--- src/rtl/plot_segment_emitter_if.sv ---
`default_nettype none
// ---------------------------------------------------------------------------
// plot_segment_emitter_if : frame control, sample stream and line_drawer bus
// Revision 1.0
// ---------------------------------------------------------------------------
interface plot_segment_emitter_if #(
  parameter int NUMBER_WIDTH = 16,
  parameter int X_WIDTH      = 10,
  parameter int Y_WIDTH      = 9
);
  logic                    start;
  logic                    ready;
  logic [NUMBER_WIDTH-1:0] sample_value;
  logic                    sample_defined;
  logic                    sample_valid;
  logic                    sample_ready;
  logic [X_WIDTH-1:0]      x1;
  logic [Y_WIDTH-1:0]      y1;
  logic [X_WIDTH-1:0]      x2;
  logic [Y_WIDTH-1:0]      y2;
  logic                    line_drawer_start;
  logic                    line_drawer_ready;

  modport master (
    output start, sample_value, sample_defined, sample_valid, line_drawer_ready,
    input  ready, sample_ready, x1, y1, x2, y2, line_drawer_start
  );

  modport slave (
    input  start, sample_value, sample_defined, sample_valid, line_drawer_ready,
    output ready, sample_ready, x1, y1, x2, y2, line_drawer_start
  );
endinterface
`default_nettype wire

--- src/rtl/plot_segment_emitter.sv ---
`default_nettype none
// ---------------------------------------------------------------------------
// plot_segment_emitter : turns per-column samples into clipped line segments
// Revision 1.0
// ---------------------------------------------------------------------------
module plot_segment_emitter #(
  parameter int INTEGER_PART_WIDTH    = 8,
  parameter int FRACTIONAL_PART_WIDTH = 8,
  parameter int HOR_ACTIVE_PIXELS     = 640,
  parameter int VER_ACTIVE_PIXELS     = 480,
  parameter int X_STEP                = 1,
  parameter int PIXELS_PER_UNIT_LOG2  = 4,
  parameter int Y_ORIGIN              = VER_ACTIVE_PIXELS / 2
) (
  input  logic                   clk,
  input  logic                   rst,
  plot_segment_emitter_if.slave  bus
);
  localparam int NUMBER_WIDTH  = INTEGER_PART_WIDTH + FRACTIONAL_PART_WIDTH;
  localparam int CALC_WIDTH    = NUMBER_WIDTH + 2;
  localparam int X_WIDTH       = $clog2(HOR_ACTIVE_PIXELS);
  localparam int Y_WIDTH       = $clog2(VER_ACTIVE_PIXELS);
  localparam int FRAME_SAMPLES = (HOR_ACTIVE_PIXELS - 1) / X_STEP + 1;
  localparam int LAST_COL      = (FRAME_SAMPLES - 1) * X_STEP;
  localparam int SHIFT         = FRACTIONAL_PART_WIDTH - PIXELS_PER_UNIT_LOG2;

  localparam logic [2:0] S_IDLE    = 3'd0;
  localparam logic [2:0] S_ACCEPT  = 3'd1;
  localparam logic [2:0] S_CONVERT = 3'd2;
  localparam logic [2:0] S_ISSUE   = 3'd3;
  localparam logic [2:0] S_WAIT    = 3'd4;

  logic [2:0]              state;
  logic [2:0]              state_next;
  logic [X_WIDTH-1:0]      col;
  logic [NUMBER_WIDTH-1:0] value_reg;
  logic                    defined_reg;
  logic [X_WIDTH-1:0]      prev_x;
  logic [Y_WIDTH-1:0]      prev_y;
  logic                    prev_above;
  logic                    prev_below;
  logic                    prev_valid;
  logic                    last_pending;
  logic                    wait_first;
  logic [X_WIDTH-1:0]      seg_x1;
  logic [Y_WIDTH-1:0]      seg_y1;
  logic [X_WIDTH-1:0]      seg_x2;
  logic [Y_WIDTH-1:0]      seg_y2;

  logic signed [CALC_WIDTH-1:0] value_ext;
  logic signed [CALC_WIDTH-1:0] row_full;
  logic                         row_above;
  logic                         row_below;
  logic [Y_WIDTH-1:0]           row_clamped;
  logic                         emit;
  logic                         is_last;

  // Row is computed two bits wider than the sample so that the origin offset cannot overflow.
  always_comb begin
    value_ext   = {{2{value_reg[NUMBER_WIDTH-1]}}, value_reg};
    row_full    = $signed(CALC_WIDTH'(Y_ORIGIN)) - (value_ext >>> SHIFT);
    row_above   = (row_full < 0);
    row_below   = (row_full > $signed(CALC_WIDTH'(VER_ACTIVE_PIXELS - 1)));
    row_clamped = row_full[Y_WIDTH-1:0];
    if (row_above) begin
      row_clamped = '0;
    end else if (row_below) begin
      row_clamped = Y_WIDTH'(VER_ACTIVE_PIXELS - 1);
    end
    emit    = prev_valid && defined_reg &&
              !(prev_above && row_above) && !(prev_below && row_below);
    is_last = (col == X_WIDTH'(LAST_COL));
  end

  always_ff @(posedge clk) begin
    if (rst) begin
      state <= S_IDLE;
    end else begin
      state <= state_next;
    end
  end

  always_comb begin
    state_next = state;
    case (state)
      S_IDLE:    if (bus.start) state_next = S_ACCEPT;
      S_ACCEPT:  if (bus.sample_valid) state_next = S_CONVERT;
      S_CONVERT: begin
        if (emit) begin
          state_next = S_ISSUE;
        end else if (is_last) begin
          state_next = S_IDLE;
        end else begin
          state_next = S_ACCEPT;
        end
      end
      S_ISSUE:   if (bus.line_drawer_ready) state_next = S_WAIT;
      S_WAIT: begin
        // line_drawer may still report ready in the cycle right after start.
        if (!wait_first && bus.line_drawer_ready) begin
          state_next = last_pending ? S_IDLE : S_ACCEPT;
        end
      end
      default:   state_next = S_IDLE;
    endcase
  end

  always_comb begin
    bus.ready             = (state == S_IDLE);
    bus.sample_ready      = (state == S_ACCEPT);
    bus.line_drawer_start = (state == S_ISSUE) && bus.line_drawer_ready;
    bus.x1                = seg_x1;
    bus.y1                = seg_y1;
    bus.x2                = seg_x2;
    bus.y2                = seg_y2;
  end

  always_ff @(posedge clk) begin
    if (rst) begin
      col          <= '0;
      value_reg    <= '0;
      defined_reg  <= 1'b0;
      prev_x       <= '0;
      prev_y       <= '0;
      prev_above   <= 1'b0;
      prev_below   <= 1'b0;
      prev_valid   <= 1'b0;
      last_pending <= 1'b0;
      wait_first   <= 1'b0;
      seg_x1       <= '0;
      seg_y1       <= '0;
      seg_x2       <= '0;
      seg_y2       <= '0;
    end else begin
      wait_first <= (state == S_ISSUE);
      case (state)
        S_IDLE: begin
          if (bus.start) begin
            col        <= '0;
            prev_valid <= 1'b0;
          end
        end
        S_ACCEPT: begin
          if (bus.sample_valid) begin
            value_reg   <= bus.sample_value;
            defined_reg <= bus.sample_defined;
          end
        end
        S_CONVERT: begin
          if (emit) begin
            seg_x1 <= prev_x;
            seg_y1 <= prev_y;
            seg_x2 <= col;
            seg_y2 <= row_clamped;
          end
          prev_x       <= col;
          prev_y       <= row_clamped;
          prev_above   <= row_above;
          prev_below   <= row_below;
          prev_valid   <= defined_reg;
          last_pending <= is_last;
          if (!is_last) begin
            col <= col + X_WIDTH'(X_STEP);
          end
        end
        default: ;
      endcase
    end
  end
endmodule
`default_nettype wire

--- src/flat_wrapper.sv ---
// flat-port wrapper written by rule: the top's interface ports become plain ports
module plot_segment_emitter_flat 
#(
  parameter int INTEGER_PART_WIDTH    = 8,
  parameter int FRACTIONAL_PART_WIDTH = 8,
  parameter int HOR_ACTIVE_PIXELS     = 640,
  parameter int VER_ACTIVE_PIXELS     = 480,
  parameter int X_STEP                = 1,
  parameter int PIXELS_PER_UNIT_LOG2  = 4,
  parameter int Y_ORIGIN              = VER_ACTIVE_PIXELS / 2
)
  (clk, rst, bus_start, bus_sample_value, bus_sample_defined, bus_sample_valid, bus_line_drawer_ready, bus_ready, bus_sample_ready, bus_x1, bus_y1, bus_x2, bus_y2, bus_line_drawer_start);
  plot_segment_emitter_if #(.NUMBER_WIDTH(16), .X_WIDTH(10), .Y_WIDTH(9)) bus_i ();
  input  logic clk;
  input  logic rst;
  input wire logic [$bits(bus_i.start)-1:0] bus_start;
  input wire logic [$bits(bus_i.sample_value)-1:0] bus_sample_value;
  input wire logic [$bits(bus_i.sample_defined)-1:0] bus_sample_defined;
  input wire logic [$bits(bus_i.sample_valid)-1:0] bus_sample_valid;
  input wire logic [$bits(bus_i.line_drawer_ready)-1:0] bus_line_drawer_ready;
  output wire logic [$bits(bus_i.ready)-1:0] bus_ready;
  output wire logic [$bits(bus_i.sample_ready)-1:0] bus_sample_ready;
  output wire logic [$bits(bus_i.x1)-1:0] bus_x1;
  output wire logic [$bits(bus_i.y1)-1:0] bus_y1;
  output wire logic [$bits(bus_i.x2)-1:0] bus_x2;
  output wire logic [$bits(bus_i.y2)-1:0] bus_y2;
  output wire logic [$bits(bus_i.line_drawer_start)-1:0] bus_line_drawer_start;
  assign bus_i.start = bus_start;
  assign bus_i.sample_value = bus_sample_value;
  assign bus_i.sample_defined = bus_sample_defined;
  assign bus_i.sample_valid = bus_sample_valid;
  assign bus_i.line_drawer_ready = bus_line_drawer_ready;
  assign bus_ready = bus_i.ready;
  assign bus_sample_ready = bus_i.sample_ready;
  assign bus_x1 = bus_i.x1;
  assign bus_y1 = bus_i.y1;
  assign bus_x2 = bus_i.x2;
  assign bus_y2 = bus_i.y2;
  assign bus_line_drawer_start = bus_i.line_drawer_start;
  plot_segment_emitter #(.INTEGER_PART_WIDTH(INTEGER_PART_WIDTH), .FRACTIONAL_PART_WIDTH(FRACTIONAL_PART_WIDTH), .HOR_ACTIVE_PIXELS(HOR_ACTIVE_PIXELS), .VER_ACTIVE_PIXELS(VER_ACTIVE_PIXELS), .X_STEP(X_STEP), .PIXELS_PER_UNIT_LOG2(PIXELS_PER_UNIT_LOG2), .Y_ORIGIN(Y_ORIGIN)) u_core (.clk(clk), .rst(rst), .bus(bus_i));
endmodule
--- config.mk ---
export PLATFORM = sky130hd
export DESIGN_NAME = plot_segment_emitter_flat
export DESIGN_NICKNAME = d
export VERILOG_FILES = /design/src/rtl/plot_segment_emitter_if.sv /design/src/rtl/plot_segment_emitter.sv /design/src/flat_wrapper.sv
export SDC_FILE = /design/constraint.sdc
export NUM_CORES = 1
export LEC_CHECK = 0
export BUFFER_PORTS_ARGS = -buffer_cell sky130_fd_sc_hd__buf_4
export CORE_MARGIN = 10
export CORE_UTILIZATION = 50
export DETAILED_ROUTE_END_ITERATION = 8
export GPL_TIMING_DRIVEN = 1
export PLACE_DENSITY = 0.74
export SETUP_SLACK_MARGIN = 0.5
export SYNTH_ARGS = -nofsm -noshare
export SYNTH_HDL_FRONTEND = slang
export SYNTH_SLANG_ARGS = --single-unit
--- constraint.sdc ---
create_clock -name clk -period 2.6 [get_ports clk]
set_clock_uncertainty 0.05 [all_clocks]
set_input_delay 0.52 -clock clk [delete_from_list [all_inputs] [get_ports clk]]
set_output_delay 0.52 -clock clk [all_outputs]
set_load 0.05 [all_outputs]
==> flow_summary.yaml <==
final_layout:
  largest_reg_flops: 12
  drive_above_1_share: 0.313
  finalNetCount: 556
  diodes: 0
  synthToLayoutAreaGrowth_pct: 31.3
timing:
  tns_ns: 0
  fin_crit_sh: 0.944
  finalSetupViolations: 0
  slew_headroom: 0.590
  min_period_ns: 2.45
  max_freq_ghz: 0.408
  rsz0062_at_grt: "yes"
  worstMarginPinSlew_ns: 0.614
  drv_slew: 0
  timing_hold_violations_final: 0
power_and_ir_drop:
  power.total_uw: 2580
  power.density_nw_per_um2: 521
  p_leak_uw: 0.00183
  vdd_drop_max_mv: 0.278
worst_setup_path:
  cp-end-kind: "flop"
  slowest_delay_ns: 0.57
  crit_path_top_delay_cell: "or4_4"
  reg2reg_slack_ns: 0.15
  r2r-end: "u_core.bus.y2[8]"
  r2r_cells: 9
  crit_type: "flop to flop"
  critPathLaunchType: "flop"
  worstPathMaxFanout: 7
  cp_common_cell: "buf_6"
  cp.required_ns: 2.85
  reg2reg_from: "u_core.value_reg[4]"
  crit_chain: "or4_4, and3b_1, o211a_1, o22ai_4, buf_6, a21oi_4, buf_6, nor4_4, a31o_1"
  cp.arrival_ns: 2.70
floorplanning:
  die_h_um: 107
  initial_utilization: 0.518
  ios: 63
  die_x_um: 107
  dieArea_um2: 11400
  fp-row-count: 31
  core_um2: 7290
route:
  drtIter0Drc: 183
  routed-via-count: 3600
  drc: 0
  first_pass_iters: 5
  routedWlPerCell_um: 16.2
  post_drt_via_cell_ratio: 5.67
  antenna_left: 0
  wl_um: 10300
yosys:
  synth_area_leaders: "dfxtp_1 (47%), a21oi_1 (9.3%), nand2_1 (7.1%)"
  yosysUniqueCellTypes: 48
  yosys-top-cells-count: "dfxtp_1 (88), nand2_1 (71), a21oi_1 (70)"
  synth-seq-area-share: 0.467
  synth-seq-cells: 88
  yosysMostFrequentCell: "dfxtp_1"
  netlist_area_um2: 3770
  yosysTopAreaCell: "dfxtp_1"
  synth_edf_count: 0
  postSynthCellCount: 464
  syn_nets: 489
  synthFlopType: "dfxtp_1"
  async_flop_share: 0
  synth_top_area_frac: 0.467
  ys.warnings.count: 0
  postSynthAreaPerCell_um2: 8.14
global_routing:
  grt_pass1_vias: 3371
  grt_max_degree: 59
  grt_overflow: 0
  antenna_found_initial: 0
  grt_pass1_wl_um: 16400
  grt_util_all_layers: 0.175
min_path:
  hold_path_depth: 3
  min_from: "bus_sample_value[4]"
  min_to: "u_core.value_reg[4]"
  hold_path_class: "primary input to flop"
place:
  io_buffer_count: 58
  dpl.hpwl_um: 6580
  place_congestion: 0.869
run_status:
  status: "finished clean"
cts:
  clk_pin_slew_ns: 0.08
  cts_tree: "built"
  insertion_delay_ns: 0.35
  cts-root-buf: "clkbuf_8"
  cts_max_path_buffers: 2
  cts_buffers: 9
  cts.sinks: 88
  htreeDepth: 3
flow_run:
  cap_violations: 0
## worst max path at each step
stage / startpoint / slack, ns / depth (start not counted) / end
final: u_core.value_reg[4] / 0.15 / 9 / u_core.bus.y2[8]
after global routing: u_core.value_reg[4] / 0.07 / 9 / u_core.bus.y2[8]
after CTS: u_core.value_reg[5] / 0.20 / 11 / u_core.bus.y2[7]
after detailed placement: u_core.value_reg[4] / 0.13 / 9 / u_core.bus.y2[3]
after global placement: u_core.value_reg[4] / 0.16 / 9 / u_core.bus.y2[3]
after floorplan: u_core.value_reg[4] / 0.21 / 10 / u_core.bus.y2[4]
## metal layers
layer | routed length (um) | vias up | global-route usage
li1 | - | 1770 | -
met2 | 4970 | 109 | 0.284
met4 | 216 | 0 | 0.0851
met5 | 0 | - | 0
met3 | 586 | 19 | 0.0467
met1 | 4530 | 1702 | 0.209
## area by class of cell
| cell class | instances | area (um2) |
|---|---|---|
| sequential | 88 | 1770 |
| clock inverter | 5 | 31.3 |
| timing repair buffer | 89 | 756 |
| fill | 612 | 2330 |
| multi-input combinational | 337 | 2110 |
| inverter | 6 | 25.0 |
| tap | 99 | 124 |
| clock buffer | 11 | 141 |
## stage by stage
step | hold WS [ns] | util | cells | setup WS [ns] | instance area (um2)
2_1_floorplan | 0.382 | - | 464 | 0.210 | 3830
3_3_place_gp | 0.394 | 0.591 | 601 | 0.164 | 4310
3_5_place_dp | 0.397 | 0.591 | 601 | 0.129 | 4310
4_1_cts | 0.339 | 0.655 | 630 | 0.200 | 4780
5_1_grt | 0.355 | 0.680 | 635 | 0.0707 | 4960
6_report | 0.346 | 0.680 | 635 | 0.147 | 4960
## critical path, delay by kind of cell (launching register included)
kind	cells	cell delay (ns)
simple gates	3	1.03
compound gates	4	0.65
flops	1	0.37
buf+inv	2	0.30
## cells in the final DEF, fill, tap and decap left out, drive strengths merged, types with 4 or more instances in the layout
master	synthesis	layout
nand3	36	36
buf	9	88
nor4	5	5
o211ai	4	4
nor2	29	29
nand4	5	5
a31o	4	4
inv	6	7
a21o	4	4
dfxtp	88	88
clkbuf	24	12
nor3	8	8
xor2	8	8
a21oi	72	72
nand2b	4	4
o21ai	40	40
nand2	73	73
xnor2	7	7
o221a	4	4
## power breakdown
| group | leakage [uW] | internal [uW] | total, uW | switching (uW) |
|---|---|---|---|---|
| sequential | 0.000712 | 1360 | 1390 | 26.7 |
| clock | 0.0000895 | 372 | 844 | 471 |
| combinational | 0.00102 | 156 | 350 | 194 |
## what timing repair did
item / CTS / global route
gates resized for setup: 60 / 39
gates cloned: 3 / 1
pin swaps: 17 / 16
buffers inserted: 10 / 4
endpoints found under the setup margin: 50 / 50
hold buffers: 0 / 0
## kinds of logic after synthesis
family          share of synthesized area
simple gates                        0.221
compound gates                      0.217
flops                               0.467
buf+inv                            0.0507
xor+xnor                           0.0348
fa+ha+maj                         0.00994
Note: power is estimated with default switching activity, not from simulation.
